**config.mk**
```make
export PLATFORM = sky130hd
export DESIGN_NAME = pipe_stage_elastic
export DESIGN_NICKNAME = d
export VERILOG_FILES = /design/src/rtl/pipe_stage_elastic.sv
export SDC_FILE = /design/constraint.sdc
export NUM_CORES = 1
export LEC_CHECK = 0
export CORE_UTILIZATION = 51
export CTS_CLUSTER_SIZE = 8
export DETAILED_ROUTE_END_ITERATION = 10
export PLACE_DENSITY_LB_ADDON = 0.05
export REMOVE_ABC_BUFFERS = 1
export SLEW_MARGIN = 15
export SYNTH_ARGS = -nofsm -noshare
export SYNTH_HDL_FRONTEND = slang
export SYNTH_SLANG_ARGS = --single-unit
export TNS_END_PERCENT = 10
```
**constraint.sdc**
```tcl
create_clock -name clk -period 1.8 [get_ports clk]
set_clock_uncertainty 0.1 [all_clocks]
set_input_delay 0.27 -clock clk [delete_from_list [all_inputs] [get_ports clk]]
set_output_delay 0.27 -clock clk [all_outputs]
set_load 0.005 [all_outputs]
```
**src/rtl/pipe_stage_elastic.sv**
```systemverilog
// Elastic valid/ready pipeline stage with a 2-entry skid buffer, flush and bubble-gated control.
// Define PIPE_STAGE_STATS_EN to build the saturating stall/bubble counters; otherwise they read 0.
module pipe_stage_elastic #(
    parameter int unsigned DATA_W = 64,
    parameter int unsigned CTRL_W = 2,
    parameter int unsigned DST_W  = 5,
    parameter int unsigned CNT_W  = 16
) (
    input  logic              clk,
    input  logic              rst_i,
    input  logic              flush_i,
    input  logic              valid_i,
    output logic              ready_o,
    input  logic [DATA_W-1:0] data_i,
    input  logic [CTRL_W-1:0] ctrl_i,
    input  logic [DST_W-1:0]  dst_i,
    output logic              valid_o,
    input  logic              ready_i,
    output logic [DATA_W-1:0] data_o,
    output logic [CTRL_W-1:0] ctrl_o,
    output logic [DST_W-1:0]  dst_o,
    output logic [1:0]        count_o,
    output logic [CNT_W-1:0]  stall_cnt_o,
    output logic [CNT_W-1:0]  bubble_cnt_o
);

    localparam int unsigned PAY_W = DATA_W + CTRL_W + DST_W;

    localparam logic [1:0] EMPTY = 2'd0;
    localparam logic [1:0] ONE   = 2'd1;
    localparam logic [1:0] FULL  = 2'd2;

    logic [1:0]       countQ, countD;
    logic [PAY_W-1:0] headQ, headD;
    logic [PAY_W-1:0] skidQ, skidD;
    logic [PAY_W-1:0] inBeat;
    logic             accept, emit;

    assign inBeat  = {data_i, ctrl_i, dst_i};
    assign ready_o = (countQ != FULL);
    assign valid_o = (countQ != EMPTY);
    assign accept  = valid_i & ready_o;
    assign emit    = valid_o & ready_i;
    assign count_o = countQ;

    assign data_o = headQ[PAY_W-1 -: DATA_W];
    assign ctrl_o = valid_o ? headQ[DST_W +: CTRL_W] : '0;
    assign dst_o  = headQ[DST_W-1:0];

    always_comb begin
        countD = countQ;
        headD  = headQ;
        skidD  = skidQ;
        case (countQ)
            EMPTY: begin
                if (accept) begin
                    countD = ONE;
                    headD  = inBeat;
                end
            end
            ONE: begin
                if (accept && !emit) begin
                    countD = FULL;
                    skidD  = inBeat;
                end else if (accept && emit) begin
                    headD  = inBeat;
                end else if (emit) begin
                    countD = EMPTY;
                end
            end
            FULL: begin
                if (emit) begin
                    countD = ONE;
                    headD  = skidQ;
                end
            end
            default: countD = EMPTY;
        endcase
        // Flush drops occupancy only; payload registers keep their contents.
        if (flush_i) begin
            countD = EMPTY;
            headD  = headQ;
            skidD  = skidQ;
        end
    end

    always_ff @(posedge clk) begin
        if (rst_i) begin
            countQ <= EMPTY;
            headQ  <= '0;
            skidQ  <= '0;
        end else begin
            countQ <= countD;
            headQ  <= headD;
            skidQ  <= skidD;
        end
    end

`ifdef PIPE_STAGE_STATS_EN
    logic [CNT_W-1:0] stallCntQ, bubbleCntQ;

    // Counters saturate and survive flush; only reset clears them.
    always_ff @(posedge clk) begin
        if (rst_i) begin
            stallCntQ  <= '0;
            bubbleCntQ <= '0;
        end else begin
            if (valid_o && !ready_i && (stallCntQ != '1)) begin
                stallCntQ <= stallCntQ + CNT_W'(1);
            end
            if (!valid_o && (bubbleCntQ != '1)) begin
                bubbleCntQ <= bubbleCntQ + CNT_W'(1);
            end
        end
    end

    assign stall_cnt_o  = stallCntQ;
    assign bubble_cnt_o = bubbleCntQ;
`else
    assign stall_cnt_o  = '0;
    assign bubble_cnt_o = '0;
`endif

endmodule

```
[Word-level counts from Yosys, hierarchy flattened]
Index checks and enable logic that the tools add are counted.
Operators by class
  eq/ne operators: 9
  bitwise gates (word level): 3
  reduce and logical (&&, ||, !) cells: 10
  mux-type cells: 12
Operator list (count)
  two-way mux 71 bit: 4
  case mux 71 bit (3 select lines): 1
  two-way mux 2 bit: 6
  inequality test 2 bit (second input constant): 5
  inequality test 3 bit (second input constant): 2
  case mux 2 bit (3 select lines): 1
  AND reduction 6 bit: 1
  AND reduction 4 bit: 1
  AND reduction 3 bit: 1
  nonzero test 3 bit: 1
  bitwise AND 1 bit: 2
  equality test 2 x 1 -> 1 bit (second input constant): 1
  equality test 2 bit (second input constant): 1
  logical AND 1 bit: 2
  logical NOT 2 bit: 1
  nonzero test 2 bit: 1
  OR reduction 2 bit: 1
  logical NOT 1 bit: 1
  inverter 1 bit: 1
Storage, ports and cells
  logic and storage cells: 37
  output and inout bits: 107
  bits of input ports: 76
  register bits: 144

[Logic depth before layout (Yosys ltp)]
Gate-level depths: netlist (run 1).
  word-level depth: 6
  gate-level depth with buffers: 6

[Least setup slack after synthesis (run 1)]
OpenSTA, ideal clock, no wires.
  path kind: register -> register
  start point: register countQ[0], in the netlist count_o[0]
  end point: register skidQ[10]
  cell stages (with the launch flop): 7
  arrival time: 1.281 ns
  data required time: 1.568 ns
  library setup time: 0.132 ns
  path slack: 0.287 ns
  cell sequence: dfxtp_1 nand2b_4 or3_1 buf_4 buf_6 nand2_1 a21oi_1
Between the ends
  longest elaborated chain between the ends: 5
  elaborated cells on any way between the ends: 8
Ends and longest elaborated chain
  start, declared: RTL line 33  | logic [1:0] countQ, countD;
  start signal, assigned: RTL line 93  | countQ <= countD;
  nonzero test 2 bit: RTL line 41  | assign valid_o = (countQ != EMPTY);
  bitwise AND 1 bit: RTL line 43  | assign emit = valid_o & ready_i;
  logical NOT 1 bit: RTL line 62  | if (accept && !emit) begin
  logical AND 1 bit: RTL line 62
  AND reduction 3 bit (no source line) (*)
  end signal, assigned: RTL line 95  | skidQ <= skidD;
  end, declared: RTL line 35  | logic [PAY_W-1:0] skidQ, skidD;
Every way passes the cells marked *; elsewhere a longest branch is shown, timed or not.
A chain may end at the register's enable or synchronous reset.

[Worst setup path in the final report (run 1)]
  start point: register countQ[1], in the netlist count_o[1]
  end point: output ctrl_o[1]
Between the ends
  longest elaborated chain between the ends: 2
Ends and longest elaborated chain
  nonzero test 2 bit: RTL line 41
  two-way mux 2 bit: RTL line 47  | assign ctrl_o = valid_o ? headQ[DST_W +: CTRL_W] : '0;
  end, declared: RTL line 20  | output logic [CTRL_W-1:0] ctrl_o,
Every way passes these cells.

==> results of run 1 <==
[power by group through the flow]
stage	sequential (mW)	clock, mW	combinational (mW)
after floorplan	3.40	0	0.337
after global placement	3.41	0	0.954
after detailed placement	3.41	0	0.975
after CTS	3.34	4.00	0.984
after global routing	3.35	4.14	1.05
final	3.34	3.92	0.977
[metal layers]
metal	vias to the layer above	global-route usage	part of all wire
met3	6	0.0472	0.049
met1	2743	0.294	0.47
met5	-	0	0
met2	162	0.350	0.48
met4	0	0.0716	0.0057
li1	2866	-	-
[cells in the final DEF (no fill, tap or decap), types with 2 or more instances in the layout]
| cell | Yosys | final |
|---|---|---|
| clkinv_4 | 0 | 2 |
| o41ai_2 | 68 | 68 |
| buf_4 | 110 | 12 |
| conb_1 | 1 | 32 |
| nand2_1 | 144 | 144 |
| clkbuf_8 | 0 | 2 |
| o21ai_1 | 71 | 71 |
| clkinvlp_4 | 0 | 2 |
| buf_6 | 24 | 2 |
| dlygate4sd2_1 | 0 | 2 |
| nand2b_4 | 1 | 2 |
| clkbuf_16 | 0 | 17 |
| and2_1 | 2 | 2 |
| clkdlybuf4s50_1 | 0 | 143 |
| buf_12 | 0 | 14 |
| dfxtp_1 | 144 | 142 |
| a21oi_1 | 72 | 72 |
| dfxtp_4 | 0 | 2 |
| mux2i_1 | 71 | 71 |
| bufinv_16 | 0 | 5 |
| o41ai_1 | 3 | 3 |
| nor2b_1 | 71 | 71 |
| inv_6 | 0 | 2 |
[Yosys cell counts]
| master | instances |
|---|---|
| or2_2 | 1 |
| a2111oi_1 | 1 |
| buf_1 | 1 |
| o21a_1 | 1 |
| and2b_1 | 1 |
| or3_1 | 1 |
| mux2i_1 | 71 |
| a21oi_4 | 1 |
| o21ai_1 | 71 |
| o22a_1 | 1 |
| o41ai_2 | 68 |
| a21oi_1 | 72 |
| o41ai_1 | 3 |
| nor3_1 | 1 |
| clkbuf_1 | 35 |
| conb_1 | 1 |
| and2_1 | 2 |
| nand2_1 | 144 |
| and3b_1 | 1 |
| nand2b_4 | 1 |
| nor2b_1 | 71 |
| buf_2 | 9 |
| buf_4 | 110 |
| nand2b_1 | 2 |
| dfxtp_1 | 144 |
| nor3_4 | 1 |
| buf_6 | 24 |
[sequential cells by signal, indices dropped and copies added (netlist names)]
| signal | count |
|---|---|
| headQ | 71 |
| count_o | 2 |
| skidQ | 71 |
[final cells by class]
| type | instances | share of cell area |
|---|---|---|
| multi-input cells | 547 | 0.402 |
| well taps | 184 | 0.0243 |
| clock buffers | 20 | 0.0483 |
| repair buffers | 176 | 0.198 |
| clock inverters | 12 | 0.0217 |
| flip-flops and latches | 144 | 0.306 |
[kinds of logic after synthesis]
| kind of cell | Yosys count |
|---|---|
| compound gates | 218 |
| buf+inv | 179 |
| flops | 144 |
| mux | 71 |
| other cells | 1 |
| simple gates | 226 |
[through the flow]
step	setup WS, ns	power, mW
6_report	0.0575	8.23
5_1_grt	-0.00692	8.54
4_1_cts	0.00420	8.32
3_5_place_dp	-0.332	4.38
3_3_place_gp	-0.258	4.36
2_1_floorplan	-1.98	3.74
[path summary, 6_finish.rpt]
path | start | to | slack [ns] | depth (start not counted)
worst max-delay path | count_o[1]$_SDFFE_PP0P_ | ctrl_o[1] | 0.06 | 3
worst min-delay path | rst_i | skidQ[28]$_SDFFE_PP0P_ | 0.13 | 2
worst max register to register | count_o[0]$_SDFFE_PP0P_ | headQ[57]$_SDFFE_PP0P_ | 0.07 | 7
worst min register to register | skidQ[6]$_SDFFE_PP0P_ | skidQ[6]$_SDFFE_PP0P_ | 0.35 | 2
[timing repair]
action / in CTS / in global routing
setup endpoints to repair: 6 / 3
setup buffers: 2 / 0
resized for setup: 11 / 2
==> run summary, run 1 <==
outcome = completed
vias in the first global route = 5510
Post-Synthesis Cell Area = 7840 um2
Finished Core Util = 0.641
clock-pin slew on the worst setup and hold paths = 0.06 ns
Leak Pwr = 4.04 nW
Req. time, crit path = 1.43 ns
simple-gate share of the synthesized area = 0.137
multi-input logic area = 3810 um2
crit path max fanout = 7
worst skew pair latency = 0.41 ns
Synth-to-Final Area Change = 20.7%
RSZ-0062 raised after global routing = yes
Routability Congestion = 0.739
synthesized instance count = 839
Starting DRT DRC Count = 435
diodes inserted = 0
DRC viols = 0
Final Cell Area = 9460 um2
fin cells = 1083
largest net degree at the start of global routing = 100
fraction of layout cells with a size suffix above 1 = 0.151
Mean Syn Cell Area = 9.34 um2
Fmax achieved = 574 MHz
Num CTS Buffers = 17
WL/cell = 16.0 um
Power Internal = 6.32 mW
Synth Area in XOR/XNOR = 0
Worst slew margin = 0.605
DIE AREA = 15900 um2
Core Rows = 44
post-route ant nets = 0
Bufs on Longest Clock Path = 2
Final Slew Violations = 0
post-synth top area share = 0.368
Routed WL = 17300 um
Placed Cells incl. Taps = 1049
crit share post-route = 0.968
Setup violations, final = 0
CTS tree = yes
initial antenna violation count = 0
max-cap viol count = 0
Die Width = 126 um
Top delay family on crit path = simple AND/OR/NAND/NOR gates
Least-Margin Pin Slew = 0.593 ns
first-pass GRT wire length = 27800 um
largest family of logic cells by synthesized area = compound AO/OA/AOI/OAI gates
hold buffers post-CTS = 0
Net Switching = 1.91 mW
sequential share of the synthesized area = 0.368
Ports = 183
Total Nets Final = 962
adder-cell share of the synthesized area = 0
Setup CP Type = flip-flop to output pin
final setup TNS = 0 ns
DR vias = 5777
WP data arrival = 1.37 ns
register cell area after layout = 2890 um2
Synth area leader = dfxtp_1
die boundary height = 126 um
post-synthesis compound-gate area fraction = 0.241
final hold slack = 0.131 ns
Placed Area = 8780 um2
Sink Count = 144
#FFs+latches synth = 144
starting density of the core = 0.531
Worst Path Buf+Inv = 1
Worst Setup End Kind = output pin
PD cells = 870 nW/um2
synth warn = 0
switching share of total power = 0.232
final critical-path required period = 1.74 ns
CP max stage delay = 0.36 ns
core area = 14800 um2
peak supply drop = 0.000689 V
Gate power share = 0.119
Clk network pwr share = 0.476
critical path cell sequence = or2_4 -> and2_1 -> clkdlybuf4s15_1
total grt overflow = 0
Hold Crit Class = input port to flip-flop
Unique masters post-synth = 27
CP startpoint kind = flip-flop
H-tree depth = 4
Via density = 5.33
Slowest-stage cell, CP = dfxtp_4
Layout fillers = 1189
Final Hold Viols = 0
drt pass-1 iters = 5
Synth area leaders = dfxtp_1 37%, o41ai_2 14%, buf_4 11%
IO buf count = 150
post-synthesis mux area share = 0.0907
sequential share of power = 0.405
root buffer cell = clkbuf_16
GRT Total Usage = 0.219
post-DP HPWL = 11000 um
(Power assumes the default switching activity.)
==> run 2: changes to the inputs <==
--- a/config.mk
+++ b/config.mk
@@ -5,6 +5,7 @@
 export SDC_FILE = /design/constraint.sdc
 export NUM_CORES = 1
 export LEC_CHECK = 0
+export CORE_MARGIN = 3
 export CORE_UTILIZATION = 51
 export CTS_CLUSTER_SIZE = 8
 export DETAILED_ROUTE_END_ITERATION = 10
==> run 2 against run 1 <==
First-iteration DRC count shrank 30%. Critical path type unchanged. Largest power group unchanged. Total power down 4.8%. Sequential share of layout area decreased by 0.27 points. Highest routed layer unchanged. Critical path depth did not move. Flip-flop and latch count unchanged. Critical endpoint unchanged.
==> run summary, run 2 (same netlist as run 1, synthesis figures left out) <==
DR vias = 5937
final critical-path required period = 1.75 ns
Ports = 183
Bufs on Longest Clock Path = 2
max-cap viol count = 0
die boundary height = 130 um
Tot Pwr = 7.83 mW
sequential share of power = 0.426
Req. time, crit path = 1.43 ns
total grt overflow = 0
Setup CP Type = flip-flop to output pin
Core Rows = 44
vias in the first global route = 5668
worst skew pair latency = 0.43 ns
Worst Setup End Kind = output pin
outcome = completed
switching share of total power = 0.238
Layout fillers = 1208
GRT Total Usage = 0.214
Sink Count = 144
drt pass-1 iters = 5
Leak Pwr = 4.12 nW
Starting DRT DRC Count = 305
Net Switching = 1.86 mW
multi-input logic area = 3810 um2
clock-pin slew on the worst setup and hold paths = 0.06 ns
crit share post-route = 0.973
WL/cell = 16.3 um
Setup violations, final = 0
CTS tree = yes
final hold slack = 0.0318 ns
Via density = 5.41
Clk network pwr share = 0.442
RSZ-0062 raised after global routing = no
Final Slew Violations = 0
commonest non-fill, non-tap cell in the layout = nand2_1
highest routed layer = met4
initial antenna violation count = 0
Die Width = 130 um
Routability Congestion = 0.752
Fmax achieved = 571 MHz
H-tree depth = 4
crit path max fanout = 7
Power Internal = 5.97 mW
CP startpoint kind = flip-flop
register cell area after layout = 2890 um2
hold buffers post-CTS = 0
fraction of layout cells with a size suffix above 1 = 0.162
first-pass GRT wire length = 28900 um
starting density of the core = 0.529
most frequent cells in the layout = 144 x nand2_1, 142 x dfxtp_1, 142 x clkdlybuf4s50_1
DRC viols = 0
root buffer cell = clkbuf_16
diodes inserted = 0
M1 wire length = 8220 um
routed wl met2 = 8520 um
post-DP HPWL = 11700 um
Synth-to-Final Area Change = 21.7%
Num CTS Buffers = 17
WP data arrival = 1.38 ns
Final Hold Viols = 0
PD cells = 821 nW/um2
core area = 14800 um2
routed length on met3 = 888 um
post-route ant nets = 0
DIE AREA = 16900 um2
IO buf count = 150
Hold Crit Class = input port to flip-flop
Total Nets Final = 977
largest net degree at the start of global routing = 49
Routed WL = 17900 um
peak supply drop = 0.000639 V
Gate power share = 0.132
run 2: cell types whose count changed in the layout (fill, tap and decap cells not counted), sizes merged:
cell           change
dlymetal6s2s       +1
clkinvlp           -1
buf               +15
clkbuf             +7
inv                -2
clkinv             -1
clkdlybuf4s50      -1
bufinv             -4
run 2: layout make-up:
class,instances,area share
clock inverters,4,0.00498
well taps,184,0.0241
clock buffers,27,0.0559
repair buffers,191,0.213
multi-input cells,547,0.399
flip-flops and latches,144,0.303
run 2: timing repair:
item | in CTS | in global routing
gates resized for setup | 11 | 3
setup endpoints to repair | 6 | 3
gates cloned | 0 | 0
setup buffers | 2 | 0
run 2: path summary, 6_finish.rpt:
path                                               end  depth (start not counted)                     from  slack (ns)
worst max register to register  skidQ[59]$_SDFFE_PP0P_                          6  count_o[0]$_SDFFE_PP0P_        0.12
worst max-delay path                         ctrl_o[1]                          3  count_o[1]$_SDFFE_PP0P_        0.05
worst min-delay path            headQ[50]$_SDFFE_PP0P_                          2                  flush_i        0.03
worst min register to register  skidQ[58]$_SDFFE_PP0P_                          2   skidQ[58]$_SDFFE_PP0P_        0.35
run 2: power by group through the flow:
stage          registers (mW)  logic, mW  clock network (mW)
2_1_floorplan            3.40      0.337                   0
3_3_place_gp             3.41       1.01                   0
3_5_place_dp             3.41       1.03                   0
4_1_cts                  3.34       1.04                3.53
5_1_grt                  3.35       1.12                3.66
6_report                 3.34       1.04                3.46
run 2: worst max-delay path, cell delays in order, from the launching register on:
cell             delay (ns)
dfxtp_4                0.36
or2_4                  0.25
and2_1                 0.15
clkdlybuf4s15_1        0.19
run 2: layer usage:
| layer | vias to the layer above | track usage |
|---|---|---|
| li1 | 2909 | - |
| met1 | 2852 | 0.287 |
| met2 | 157 | 0.342 |
| met3 | 19 | 0.0516 |
| met4 | 0 | 0.0697 |
| met5 | - | 0 |
run 2: metrics by stage:
step	utilization	instance area (um2)	instances	setup WS (ns)	TNS [ns]
floorplan	-	6680	691	-1.98	-175.28
global placement	0.604	8940	1064	-0.222	-17.72
detailed placement	0.604	8940	1064	-0.242	-20.20
CTS	0.644	9540	1097	0.00171	0
global route	0.644	9540	1097	0.00149	0
finish	0.644	9540	1097	0.0479	0
